File: src/rtl/hazard_fwd_unit.sv
// Hazard detection and operand forwarding for a classic 5-stage in-order pipeline.
// Tracks shadow copies of the EX/MEM/WB instructions, raises a one-cycle load-use
// stall, selects EX operand bypass sources, and counts stall and flush cycles.
module hazard_fwd_unit #(
    parameter int unsigned REG_ADDR_W = 5,
    parameter int unsigned CNT_W      = 16
) (
    input  logic                  clk,
    input  logic                  rst,
    input  logic                  id_valid,
    input  logic [REG_ADDR_W-1:0] id_rs1,
    input  logic [REG_ADDR_W-1:0] id_rs2,
    input  logic [REG_ADDR_W-1:0] id_rd,
    input  logic                  id_uses_rs1,
    input  logic                  id_uses_rs2,
    input  logic                  id_reg_write,
    input  logic                  id_mem_read,
    input  logic                  ex_branch_taken,
    output logic                  stall,
    output logic [1:0]            forward_a,
    output logic [1:0]            forward_b,
    output logic [CNT_W-1:0]      stall_cycles,
    output logic [CNT_W-1:0]      flush_count
);

    localparam logic [1:0]       FwdRf  = 2'b00;
    localparam logic [1:0]       FwdWb  = 2'b01;
    localparam logic [1:0]       FwdMem = 2'b10;
    localparam logic [CNT_W-1:0] CntMax = '1;

    // EX stage record
    logic                  ex_valid_q, ex_valid_d;
    logic [REG_ADDR_W-1:0] ex_rs1_q, ex_rs1_d;
    logic [REG_ADDR_W-1:0] ex_rs2_q, ex_rs2_d;
    logic [REG_ADDR_W-1:0] ex_rd_q, ex_rd_d;
    logic                  ex_reg_write_q, ex_reg_write_d;
    logic                  ex_mem_read_q, ex_mem_read_d;

    // MEM stage record
    logic                  mem_valid_q;
    logic [REG_ADDR_W-1:0] mem_rd_q;
    logic                  mem_reg_write_q;

    // WB stage record
    logic                  wb_valid_q;
    logic [REG_ADDR_W-1:0] wb_rd_q;
    logic                  wb_reg_write_q;

    logic [CNT_W-1:0]      stall_cycles_q, stall_cycles_d;
    logic [CNT_W-1:0]      flush_count_q, flush_count_d;

    logic                  load_use;
    logic                  mem_src;
    logic                  wb_src;

    // Only real, register-writing instructions with a non-x0 target can bypass.
    assign mem_src = mem_valid_q & mem_reg_write_q & (mem_rd_q != '0);
    assign wb_src  = wb_valid_q & wb_reg_write_q & (wb_rd_q != '0);

    // Load in EX whose result the ID instruction needs; a taken branch kills ID anyway.
    always_comb begin
        load_use = ex_valid_q & ex_mem_read_q & (ex_rd_q != '0) & id_valid &
                   ((id_uses_rs1 & (id_rs1 == ex_rd_q)) |
                    (id_uses_rs2 & (id_rs2 == ex_rd_q)));
        stall    = load_use & ~ex_branch_taken;
    end

    // Operand A bypass select; MEM is newer than WB so it wins.
    always_comb begin
        forward_a = FwdRf;
        if (ex_valid_q) begin
            if (mem_src && (mem_rd_q == ex_rs1_q)) begin
                forward_a = FwdMem;
            end else if (wb_src && (wb_rd_q == ex_rs1_q)) begin
                forward_a = FwdWb;
            end
        end
    end

    // Operand B bypass select; same priority as operand A.
    always_comb begin
        forward_b = FwdRf;
        if (ex_valid_q) begin
            if (mem_src && (mem_rd_q == ex_rs2_q)) begin
                forward_b = FwdMem;
            end else if (wb_src && (wb_rd_q == ex_rs2_q)) begin
                forward_b = FwdWb;
            end
        end
    end

    // Next EX record: accept ID unless stalled or flushed, otherwise a bubble.
    always_comb begin
        ex_valid_d     = 1'b0;
        ex_rs1_d       = '0;
        ex_rs2_d       = '0;
        ex_rd_d        = '0;
        ex_reg_write_d = 1'b0;
        ex_mem_read_d  = 1'b0;
        if (!stall && !ex_branch_taken) begin
            ex_valid_d     = id_valid;
            ex_rs1_d       = id_rs1;
            ex_rs2_d       = id_rs2;
            ex_rd_d        = id_rd;
            ex_reg_write_d = id_reg_write;
            ex_mem_read_d  = id_mem_read;
        end
    end

    // Saturating performance counters.
    always_comb begin
        stall_cycles_d = stall_cycles_q;
        flush_count_d  = flush_count_q;
        if (stall && (stall_cycles_q != CntMax)) begin
            stall_cycles_d = stall_cycles_q + CNT_W'(1);
        end
        if (ex_branch_taken && (flush_count_q != CntMax)) begin
            flush_count_d = flush_count_q + CNT_W'(1);
        end
    end

    // Pipeline shadow registers and counters with synchronous reset.
    always_ff @(posedge clk) begin
        if (rst) begin
            ex_valid_q      <= 1'b0;
            ex_rs1_q        <= '0;
            ex_rs2_q        <= '0;
            ex_rd_q         <= '0;
            ex_reg_write_q  <= 1'b0;
            ex_mem_read_q   <= 1'b0;
            mem_valid_q     <= 1'b0;
            mem_rd_q        <= '0;
            mem_reg_write_q <= 1'b0;
            wb_valid_q      <= 1'b0;
            wb_rd_q         <= '0;
            wb_reg_write_q  <= 1'b0;
            stall_cycles_q  <= '0;
            flush_count_q   <= '0;
        end else begin
            ex_valid_q      <= ex_valid_d;
            ex_rs1_q        <= ex_rs1_d;
            ex_rs2_q        <= ex_rs2_d;
            ex_rd_q         <= ex_rd_d;
            ex_reg_write_q  <= ex_reg_write_d;
            ex_mem_read_q   <= ex_mem_read_d;
            mem_valid_q     <= ex_valid_q;
            mem_rd_q        <= ex_rd_q;
            mem_reg_write_q <= ex_reg_write_q;
            wb_valid_q      <= mem_valid_q;
            wb_rd_q         <= mem_rd_q;
            wb_reg_write_q  <= mem_reg_write_q;
            stall_cycles_q  <= stall_cycles_d;
            flush_count_q   <= flush_count_d;
        end
    end

    assign stall_cycles = stall_cycles_q;
    assign flush_count  = flush_count_q;

endmodule

File: config.mk
export PLATFORM = sky130hd
export DESIGN_NAME = hazard_fwd_unit
export DESIGN_NICKNAME = d
export VERILOG_FILES = /design/src/rtl/hazard_fwd_unit.sv
export SDC_FILE = /design/constraint.sdc
export NUM_CORES = 1
export LEC_CHECK = 0
export CAP_MARGIN = 20
export CORE_ASPECT_RATIO = 1.2
export CORE_UTILIZATION = 30
export DETAILED_ROUTE_END_ITERATION = 10
export DONT_BUFFER_PORTS = 1
export GPL_ROUTABILITY_DRIVEN = 0
export GPL_TIMING_DRIVEN = 0
export PLACE_DENSITY = 0.56
export SLEW_MARGIN = 20
export SYNTH_ARGS = -nofsm -noshare
export SYNTH_HDL_FRONTEND = slang
export SYNTH_SLANG_ARGS = --single-unit
File: constraint.sdc
create_clock -name clk -period 3.3 [get_ports clk]
set_input_delay 0.495 -clock clk [delete_from_list [all_inputs] [get_ports clk]]
set_output_delay 0.495 -clock clk [all_outputs]
set_load 0.1 [all_outputs]
; ---- Word level (Yosys, flattened, before mapping)
; Cells that the tools add are included.
[totals]
regBits = 64
mem_count = 0
romBits = 0
output_inout_bits = 37
in_bits = 23
ramBits = 0
latch_bits = 0
[classes]
reduce_logical = 13
order_cmp = 0
n_eq_ne = 8
multipliers = 0
shifts = 0
add_sub_neg = 2
n_mux = 6
div = 0
bitwise = 14
[op_table]
columns = op, count
row1 = $add 16x1->16 const B, 2
row2 = $ne 16x16->1 const B, 2
row3 = $eq 5x5->1, 6
row4 = $reduce_bool 5->1, 3
row5 = $and 1x1->1, 11
row6 = $mux 2, 4
row7 = $logic_and 1x1->1, 7
row8 = $logic_not 1->1, 2
row9 = $mux 1, 2
row10 = $not 1->1, 2
row11 = $reduce_or 2->1, 1
row12 = $or 1x1->1, 1

; ---- Logic depth before layout (Yosys ltp)
[depth]
depth_word = 9
ltp_mapped = 7
ltp_nobuf = 6

; ---- Least setup slack after synthesis
; OpenSTA, ideal clock, no wires.
[synth_timing]
path_kind = register to output
startpoint = reg mem_rd_q[1]
endpoint = out forward_a[0]
setup_slack_ns = -1.261
required_ns = 2.805
arrival_time_ns = 4.066
stages_incl_launch_ff = 5
cell_sequence = dfxtp_1 > or4_1 > o211ai_1 > nor4_1 > nor4_1
[synth_via]
elab_chain_cells = 5
word_cells_on_any_way = 6
cone_classes = eq/ne (1) / mux (2) / bitwise (1) / reduce/logical (2)
[synth_rtl]
columns = element, line_no
row1 = from (decl), 41  ; logic [REG_ADDR_W-1:0] mem_rd_q;
row2 = from (signal assigned), 147  ; mem_rd_q <= ex_rd_q;
row3 = $reduce_bool 5->1, 57  ; assign mem_src = mem_valid_q & mem_reg_write_q & (mem_rd_q != '0);
row4 = $and 1x1->1, 57
row5 = $logic_and 1x1->1 *, 72  ; if (mem_src && (mem_rd_q == ex_rs1_q)) begin
row6 = $mux 2 *, 72
row7 = $mux 2 *, 71  ; if (ex_valid_q) begin
row8 = to (decl), 20  ; output logic [1:0] forward_a,
; Every way passes the cells marked *; elsewhere a longest branch is shown, timed or not.

; ---- Final worst setup path
[layout_timing]
startpoint = reg ex_rd_q[3]
endpoint = out stall
[layout_via]
elab_chain_cells = 5
word_cells_on_any_way = 10
cone_classes = eq/ne (2) / bitwise (7) / reduce/logical (1)
[layout_rtl]
columns = element, line_no
row1 = from (decl), 35  ; logic [REG_ADDR_W-1:0] ex_rd_q, ex_rd_d;
row2 = from (signal assigned), 143  ; ex_rd_q <= ex_rd_d;
row3 = $eq 5x5->1 (tied with other cells), 63  ; ((id_uses_rs1 & (id_rs1 == ex_rd_q)) |
row4 = $and 1x1->1 (on tied branches), "63, 62, 64"
row5 = $or 1x1->1 / $and 1x1->1 (equally long branches), "63, 62"
row6 = $and 1x1->1 *, 62  ; load_use = ex_valid_q & ex_mem_read_q & (ex_rd_q != '0) & id_valid &
row7 = $and 1x1->1 *, 65  ; stall = load_use & ~ex_branch_taken;
row8 = to (decl), 19  ; output logic stall,
; Marks and branches as above.

==> results.py <==
metrics = {
    "global_route": {
        "grt_pass1_vias": 2295,
        "grt.overflow.total": 0,
        "grt_pass1_wl_um": 11500,
        "groute.usage.overall": 0.1511,
        "grt_max_degree": 20,
        "antenna_found_initial": 0,
    },
    "final_layout": {
        "antennaDiodeCount": 0,
        "final_nets": 356,
        "regArea_um2": 1281,
        "syn2layout_area_growth_pct": 17.75,
        "drive_above_1_share": 0.08333,
        "finalNonFillerCells": 459,
        "fillerInstances": 996,
        "stdcell_area_um2": 3445,
        "multi_input_area_um2": 1607,
    },
    "timing": {
        "period_needed_ns": 3.045,
        "fin_crit_sh": 0.9226,
        "fmax_mhz": 328.4,
        "fin_skew_ns": 0.003895,
        "rsz0062_at_grt": "no",
        "tightestPinTransition_ns": 1.136,
        "maxSlewViolCount": 0,
        "layout_setup_ws_ns": 0.2553,
        "slew_headroom": 0.2416,
        "timing.hold.ws_ns": 0.2830,
        "finalSetupViolCount": 0,
        "finalHoldViolCount": 0,
    },
    "cts": {
        "cts_resized": 0,
        "cts_max_path_buffers": 2,
        "htree_num_levels": 3,
        "cts_made_buffers": 9,
        "clock-sinks": 64,
        "clk_pin_slew_ns": 0.06,
        "tritoncts": "done",
        "worstSkewPairLatency_ns": 0.33,
        "cts-root-buf": "clkbuf_16",
    },
    "detailed_routing": {
        "wl_per_cell_um": 15.47,
        "wl_met2_um": 3514,
        "drc": 0,
        "highest_layer": "met4",
        "ant_nets": 0,
        "routed_wl_um": 7102,
        "detail_route.first_pass.iterations": 4,
        "first_iter_violations": 82,
        "met3WireLength_um": 405,
        "vias": 2364,
        "wl_met1_um": 3027,
        "vias_per_cell": 5.150,
    },
    "worst_setup_path": {
        "reg2reg_slack_ns": 0.39,
        "worst-setup-path-type": "flip-flop to output port",
        "worstReg2RegStart": "stall_cycles[1]",
        "startpoint": "ex_rd_q[3]",
        "path_cells": "xor2_1, nor4_1, a32oi_1, buf_2, nor3_4",
        "max_stage_delay_ns": 0.86,
        "start_kind": "flip-flop",
        "cp_num_buf_inv": 1,
        "rr_endpoint": "stall_cycles[0]",
        "crit_arrival_ns": 2.55,
        "crit_path_top_delay_cell": "nor3_4",
        "rr_worst_depth": 6,
        "critPathTopFamily": "simple AND/OR/NAND/NOR gates",
        "crit_cells": 5,
        "setup.worst_path.end": "stall",
        "cp-end-kind": "output port",
        "cp_max_fo": 19,
        "crit_required_ns": 2.80,
    },
    "yosys": {
        "ys_dominant_reg_cell": "dfxtp_1",
        "syn_inst": 319,
        "yosys.area.top_type_share": 0.4380,
        "syn_area_um2": 2925,
        "netlist_top_cells_area": "dfxtp_1, xor2_1, and2_1",
        "synth_edf_count": 0,
        "yosys_warnings": 0,
        "async_flop_share": 0,
        "yosysTopAreaCell": "dfxtp_1",
        "syn-num-nets": 344,
        "synthDistinctLibCells": 41,
        "ys_seq_area_frac": 0.4380,
        "syn_area_per_cell_um2": 9.170,
        "ys_ff_latch": 64,
    },
    "place": {
        "port_buffers": 0,
        "hpwlAfterDp_um": 5380,
        "placed_cell_area_um2": 3151,
        "dp_slack_ns": 0.2238,
        "dp_cells": 444,
    },
    "floorplan": {
        "rows": 39,
        "fp.dieH_um": 110.2,
        "io_pins": 60,
        "die_w_um": 92.15,
        "fp.coreArea_um2": 9515,
        "initial_core_util": 0.3074,
        "die-area_um2": 10150,
    },
    "pwr": {
        "ir_worst_vdd_v": 0.0002251,
        "cellLeakagePower_nw": 1.235,
        "pwr_density_cell_nw_per_um2": 530.5,
    },
    "outcome": {
        "status": "finished, final reports clean",
    },
    "worst_hold_path": {
        "hold_path.class": "primary input to flip-flop",
    },
    "flow_run": {
        "drv_cap": 0,
    },
}
[power breakdown]
part           total [mW]  internal, mW  switching, mW
sequential          0.824         0.788         0.0356
clock               0.935         0.583          0.352
combinational      0.0681        0.0289         0.0392
[per-stage QoR]
stage / TNS [ns] / util / total power [mW]
6_report: 0 / 0.3620 / 1.827
4_1_cts: 0 / 0.3620 / 1.856
5_1_grt: 0 / 0.3620 / 1.904
3_5_place_dp: 0 / 0.3311 / 0.9106
3_3_place_gp: -0.4317 / 0.3264 / 0.9075
2_1_floorplan: -0.07575 / - / 0.8883
[cells in the final DEF (no fill, tap or decap), drive strengths merged, types with 5 or more instances in the layout]
| master | n |
|---|---|
| a21oi | 18 |
| or4 | 15 |
| inv | 7 |
| xor2 | 27 |
| and4 | 7 |
| o21ai | 6 |
| nand4 | 13 |
| nor4 | 8 |
| buf | 5 |
| and2 | 22 |
| nor2 | 19 |
| xnor2 | 12 |
| nor2b | 16 |
| nand3 | 13 |
| nand2 | 11 |
| o31ai | 11 |
| clkbuf | 18 |
| dfxtp | 64 |
[cells by family after synthesis]
family	share of synthesized area
flops	0.4380
simple gates	0.2926
compound gates	0.09881
mux	0.01839
fa+ha+maj	0.008553
buf+inv	0.02694
xor+xnor	0.1168
[registers in the layout, summed over array words and instances, names as in the netlist, 5 cells and up]
register	cells
flush_count	16
stall_cycles	16
ex_rd_q	5
ex_rs1_q	5
ex_rs2_q	5
mem_rd_q	5
wb_rd_q	5
[routing by layer]
| metal | GRT usage | vias up |
|---|---|---|
| met5 | 0 | - |
| met4 | 0.07813 | 0 |
| met3 | 0.05075 | 13 |
| met2 | 0.2639 | 57 |
| met1 | 0.1635 | 1114 |
| li1 | - | 1180 |
[cell usage after synthesis, types with 3 or more instances]
master / instances
nor2b_1: 16
dfxtp_1: 64
mux2_2: 3
and2_1: 21
nor2_1: 19
nor3_1: 3
or3_1: 4
clkbuf_1: 9
or4_1: 15
nand2_1: 11
xnor2_1: 12
xor2_1: 27
nand2b_1: 4
inv_1: 7
o31ai_1: 11
o21ai_0: 6
nor4_1: 8
a21oi_1: 18
and3_1: 4
nand4_1: 13
and4_1: 7
nand3_1: 13
[final cells by class]
type,count,area share
plain buffers,12,0.01417
clock inverters,7,0.02107
well taps,123,0.04468
repair buffers,2,0.008718
clock buffers,9,0.06538
flip-flops and latches,64,0.3720
inverters,7,0.007628
multi-input cells,235,0.4664
[repair_timing]
| action | in CTS | in global routing |
|---|---|---|
| hold buffers | 0 | 0 |
| endpoints found under the setup margin | 1 | 0 |
| setup buffers | 0 | 0 |
[how the worst min path moves through the flow]
stage / startpoint / end / cells past startpoint
floorplan: ex_reg_write_q / mem_reg_write_q / 1
global route: id_rd[1] / ex_rd_q[1] / 1
finish: id_rd[2] / ex_rd_q[2] / 1
CTS: id_rd[2] / ex_rd_q[2] / 1
global placement: ex_reg_write_q / mem_reg_write_q / 1
detailed placement: ex_reg_write_q / mem_reg_write_q / 1
Note: power is estimated with default switching activity, not from simulation.
